===== config.mk =====
export PLATFORM = sky130hd
export DESIGN_NAME = fpu_arbiter
export DESIGN_NICKNAME = d
export VERILOG_FILES = /design/src/rtl/fpu_arbiter.sv
export SDC_FILE = /design/constraint.sdc
export NUM_CORES = 1
export LEC_CHECK = 0
export ABC_AREA = 1
export BUFFER_PORTS_ARGS = -buffer_cell sky130_fd_sc_hd__buf_2
export CORE_MARGIN = 8
export CORE_UTILIZATION = 42
export DETAILED_ROUTE_END_ITERATION = 16
export GPL_ROUTABILITY_DRIVEN = 0
export PLACE_DENSITY = 0.84
export SLEW_MARGIN = 20
export SYNTH_ARGS = -nofsm -noshare
export SYNTH_HDL_FRONTEND = slang
export SYNTH_SLANG_ARGS = --single-unit

===== constraint.sdc =====
create_clock -name clk -period 1.45 [get_ports clk]
set_input_delay 0 -clock clk [delete_from_list [all_inputs] [get_ports clk]]
set_output_delay 0 -clock clk [all_outputs]
set_load 0.05 [all_outputs]

===== src/rtl/fpu_arbiter.sv =====
// fpu_arbiter: shares one floating-point adder between two requesters.
// Requests are granted round-robin. The winner's operands are registered onto
// the adder for LAT cycles. The result is then captured and held on a response
// handshake for the owning port until that port consumes it.
//
// Ports:
//   clk, reset_n                    clock, asynchronous active-low reset
//   reqN_valid/ready/a/b/single     request handshake and operands for port N (0, 1)
//   rspN_valid/ready                response handshake for port N
//   rsp_result                      captured result, shared by both response ports
//   fpu_a, fpu_b, fpu_single        operands and precision select driven to the adder
//   fpu_result                      combinational adder result
//   busy                            an operation is in flight (not idle)
//   op_count                        completed operations, wraps at 16 bits
module fpu_arbiter #(
  parameter int unsigned LAT = 1
) (
  input  logic        clk,
  input  logic        reset_n,
  input  logic        req0_valid,
  output logic        req0_ready,
  input  logic [31:0] req0_a,
  input  logic [31:0] req0_b,
  input  logic        req0_single,
  input  logic        req1_valid,
  output logic        req1_ready,
  input  logic [31:0] req1_a,
  input  logic [31:0] req1_b,
  input  logic        req1_single,
  output logic        rsp0_valid,
  input  logic        rsp0_ready,
  output logic        rsp1_valid,
  input  logic        rsp1_ready,
  output logic [31:0] rsp_result,
  output logic [31:0] fpu_a,
  output logic [31:0] fpu_b,
  output logic        fpu_single,
  input  logic [31:0] fpu_result,
  output logic        busy,
  output logic [15:0] op_count
);

  localparam logic [3:0] CntInit = 4'(LAT - 1);

  typedef enum logic [1:0] {StIdle, StWait, StResp} state_e;

  state_e      state_q, state_d;
  logic        last_grant_q, owner_q, single_q;
  logic [3:0]  cnt_q;
  logic [31:0] a_q, b_q, result_q;
  logic [15:0] op_count_q;

  logic grant0, grant1, accept0, accept1, accept;
  logic rsp_ready_own, rsp_fire, capture;

  // Arbitration: a lone requester always wins; on contention the port that
  // was not granted last time wins.
  always_comb begin
    grant0        = req0_valid & (~req1_valid | last_grant_q);
    grant1        = req1_valid & (~req0_valid | ~last_grant_q);
    accept0       = (state_q == StIdle) & grant0;
    accept1       = (state_q == StIdle) & grant1;
    accept        = accept0 | accept1;
    rsp_ready_own = owner_q ? rsp1_ready : rsp0_ready;
    rsp_fire      = (state_q == StResp) & rsp_ready_own;
    capture       = (state_q == StWait) & (cnt_q == 4'd0);
  end

  // State register
  always_ff @(posedge clk or negedge reset_n) begin
    if (!reset_n) begin
      state_q <= StIdle;
    end else begin
      state_q <= state_d;
    end
  end

  // Next-state logic
  always_comb begin
    state_d = state_q;
    unique case (state_q)
      StIdle:  if (accept) state_d = StWait;
      StWait:  if (cnt_q == 4'd0) state_d = StResp;
      StResp:  if (rsp_ready_own) state_d = StIdle;
      default: state_d = StIdle;
    endcase
  end

  // Outputs. Readys are gated by reset_n so no handshake is offered while the
  // block is held in reset; internal accept needs no gating since every flop
  // is held in reset anyway.
  always_comb begin
    req0_ready = reset_n & accept0;
    req1_ready = reset_n & accept1;
    busy       = (state_q != StIdle);
    rsp0_valid = (state_q == StResp) & ~owner_q;
    rsp1_valid = (state_q == StResp) & owner_q;
    rsp_result = result_q;
    fpu_a      = a_q;
    fpu_b      = b_q;
    fpu_single = single_q;
    op_count   = op_count_q;
  end

  // Operand, owner and latency counter registers
  always_ff @(posedge clk or negedge reset_n) begin
    if (!reset_n) begin
      a_q          <= 32'h0;
      b_q          <= 32'h0;
      single_q     <= 1'b0;
      owner_q      <= 1'b0;
      last_grant_q <= 1'b1;
      cnt_q        <= 4'd0;
    end else if (accept) begin
      a_q          <= accept1 ? req1_a : req0_a;
      b_q          <= accept1 ? req1_b : req0_b;
      single_q     <= accept1 ? req1_single : req0_single;
      owner_q      <= accept1;
      last_grant_q <= accept1;
      cnt_q        <= CntInit;
    end else if ((state_q == StWait) && (cnt_q != 4'd0)) begin
      cnt_q <= cnt_q - 4'd1;
    end
  end

  // Result capture; half-precision results carry no upper-half bits.
  always_ff @(posedge clk or negedge reset_n) begin
    if (!reset_n) begin
      result_q <= 32'h0;
    end else if (capture) begin
      result_q <= single_q ? fpu_result : {16'h0, fpu_result[15:0]};
    end
  end

  always_ff @(posedge clk or negedge reset_n) begin
    if (!reset_n) begin
      op_count_q <= 16'h0;
    end else if (rsp_fire) begin
      op_count_q <= op_count_q + 16'd1;
    end
  end

endmodule


==> flow_metrics.tcl <==
set metrics [dict create \
    crit_fanout 8 \
    worstPathRequired_ps 1750 \
    core_mm2 0.01319 \
    die_h_um 132.1 \
    failed_checks "setup timing" \
    max_slew_margin_pct 67.25 \
    row_count 42 \
    synth_mux_area_share_pct 0 \
    criticalPathCategory "reg2reg" \
    drc 0 \
    clkSinkCount 121 \
    pwr_density_cell_mw_per_mm2 2475 \
    dr_total_vias 8074 \
    clock_latency_ps 420 \
    cts_buffer_depth 2 \
    end_kind "flip-flop" \
    hold_class "in2async" \
    drtPass1Iterations 7 \
    maxCapViolations 0 \
    r2r-start "state_q[1]$_DFFE_PN0P_" \
    crit_buf_inv 3 \
    path_delay_family "simple AND/OR/NAND/NOR gates" \
    r2r_end "fpu_b[18]$_DFFE_PN0P_" \
    worst-path-stages 8 \
    grt_use_met1_pct 34.48 \
    worst_clock_skew_ps 11.11 \
    synth_simple_gate_area_share_pct 26.56 \
    grtUsageMet3_pct 11.36 \
    postSynthAreaPerCell_um2 8.352 \
    totalWireLength_um 32450 \
    syn-num-nets 849 \
    areaGrowthSynthToFinish_pct 102.8 \
    r2r_slack_ps -300 \
    die_x_um 132.1 \
    grt_max_degree 66 \
    track_usage_pct 31.70 \
    layout_min_cycle_time_ps 1754 \
    drtAntennaViolNets 0 \
    drive_above_1_share_pct 51.23 \
    rsz0062_at_grt "true" \
    rr_worst_depth 8 \
    setup_viol 93 \
    root_buffer "clkbuf_16" \
    synthAdderAreaFrac_pct 0.6628 \
    setup.worst_path.start_class "flip-flop" \
    synthesis.area_mm2 0.005663 \
    drv_slew 0 \
    worstPathArrival_ps 2060 \
    cellLeakagePower_nw 5.412 \
    synth_compound_area_share_pct 12.35 \
    cts_tree "yes" \
    fin_ws_ps -303.7 \
    path_cells "nor2_4, nand3_4, buf_12, buf_12, nand2_8, buf_12, nor2_2, a21oi_1" \
    vias_per_cell 5.915 \
    worst_pin_slew_ps 491.2 \
    pre_cts_ws_ps -57.16 \
    synth_cell_types 26 \
    routedWlPerCell_um 23.77 \
    dieArea_mm2 0.01745 \
    synth_warnings 0 \
    ir_drop_uv 1586 \
    ys_ff_latch 121 \
    ys_seq_area_share_pct 53.49 \
    post-route-period-util_pct 120.9 \
    worstSetupEndpoint "fpu_b[18]$_DFFE_PN0P_" \
    clkTransAtPathRegs_ps 60 \
    synth_xor_area_share_pct 1.083 \
    crit_top_cell "buf_12" \
    drt-initial-drc-count 823 \
    outcome "complete, but fails checks" \
    io_pins 286 \
    synthCells 678 \
    cts_buffers 17 \
    worstSetupStartpoint "state_q[1]$_DFFE_PN0P_" \
    busiest_layer "met2" \
    antenna_found_initial 6 \
    max_stage_delay_ps 420 \
    first_global_vias 8315 \
    fin_tns_setup_ps -9229 \
    finalHoldViolCount 0 \
    overflow 0 \
    crit_slowest_cell "dfrtp_1" \
    place_hpwl_um 14200 \
    synth_top_family_by_area "simple AND/OR/NAND/NOR gates" \
    met2_usage_pct 51.18 \
    h-tree-depth 4 \
    fin_nets 1339 \
    grt_pass1_wl_um 44290 \
    port_buffers 285 \
    start_util_pct 42.93 \
    fmax_ghz 0.5702 \
]
-- cell type report --
cell class / instances / area [um2]
inverters: 28 / 110.1
diodes: 8 / 20.02
well taps: 176 / 220.2
clock inverters: 11 / 145.1
fillers: 599 / 1708
clock buffers: 21 / 470.5
repair buffers: 520 / 4213
flip-flops and latches: 121 / 3035
multi-input cells: 480 / 3268
-- worst register-to-register path, stage by stage, from the launching register on --
cell and delay [ps]:
dfrtp_1 420, nor2_4 240, nand3_4 150, buf_12 170, buf_12 140, nand2_8 100, buf_12 170, nor2_2 50
a21oi_1 220
-- cells in the final DEF (no fill, tap or decap), drive strengths merged --
cell type	n
inv	28
bufinv	3
a21oi	67
ha	3
nor2	88
nand3	30
xor2	6
nand3b	2
nor3b	1
dfrtp	120
o21ai	71
diode	8
clkbuf	28
clkinv	5
bufbuf	1
buf	347
xnor2	1
nand4	70
clkinvlp	3
nand2	138
o22a	1
and3	1
dlygate4sd3	165
nor3	1
dfstp	1
-- cell usage after synthesis, drive strengths merged --
cell type / count / area, um2
buf: 24 / 127.6
nand4: 70 / 437.9
xor2: 6 / 52.55
nand3b: 2 / 15.01
nand3: 30 / 160.2
xnor2: 1 / 8.760
and3: 1 / 6.260
nor2: 88 / 347.8
o22a: 1 / 8.760
a21oi: 67 / 335.3
nand2: 137 / 519.3
o21ai: 71 / 355.3
nor3: 1 / 10.01
dfstp: 1 / 26.28
nor3b: 1 / 7.510
inv: 28 / 105.1
dfrtp: 120 / 3003
clkbuf: 26 / 98.84
ha: 3 / 37.54
-- kinds of logic after synthesis --
kind of cell	after synthesis
fa+ha+maj	3
xor+xnor	7
compound gates	139
flops	121
simple gates	330
buf+inv	78
-- how the worst min path moves through the flow --
stage	start	to	slack [ps]
6_report	reset_n	op_count[12]$_DFFE_PN0P_	150
5_1_grt	reset_n	op_count[12]$_DFFE_PN0P_	190
4_1_cts	req0_valid	fpu_a[14]$_DFFE_PN0P_	160
3_5_place_dp	reset_n	op_count[12]$_DFFE_PN0P_	50
3_3_place_gp	reset_n	op_count[12]$_DFFE_PN0P_	60
2_1_floorplan	reset_n	cnt_q[0]$_DFFE_PN0P_	-300
-- metal layers --
layer	vias to the layer above	part of all wire [%]
met1	3814	34
met4	0	7.1
li1	3310	-
met2	737	48
met5	-	0
met3	213	11
-- registers in the layout (all words and copies together), names as in the netlist --
name          cells
state_q           2
rsp_result       32
last_grant_q      1
fpu_a            32
fpu_b            32
op_count         16
fpu_single        1
cnt_q             4
owner_q           1
-- metrics by stage --
step / total power, mW / instance area [um2] / utilization (%) / cells / hold WS [ps]
final: 28.42 / 11480 / 87.05 / 1365 / 153.5
after global routing: 29.41 / 11480 / 87.03 / 1364 / 190.0
after CTS: 24.21 / 10350 / 78.46 / 1340 / 162.8
after detailed placement: 17.64 / 7438 / 56.39 / 1116 / 53.59
after global placement: 17.41 / 7438 / 56.39 / 1116 / 58.35
after floorplan: 14.23 / 5692 / - / 678 / -295.6
-- what timing repair did --
action,CTS,global route
gates cloned,11,9
hold endpoints to repair,219,0
endpoints found under the setup margin,56,114
hold buffers,165,0
buffers inserted,18,9
gates resized for setup,77,276
pin swaps,6,47
-- report_power, final --
group / leakage (nW) / switching [mW] / internal (mW)
sequential: 1.45 / 1.39 / 4.92
combinational: 3.67 / 11.7 / 5.91
clock: 0.295 / 1.65 / 2.84
Note: power is estimated with default switching activity, not from simulation.
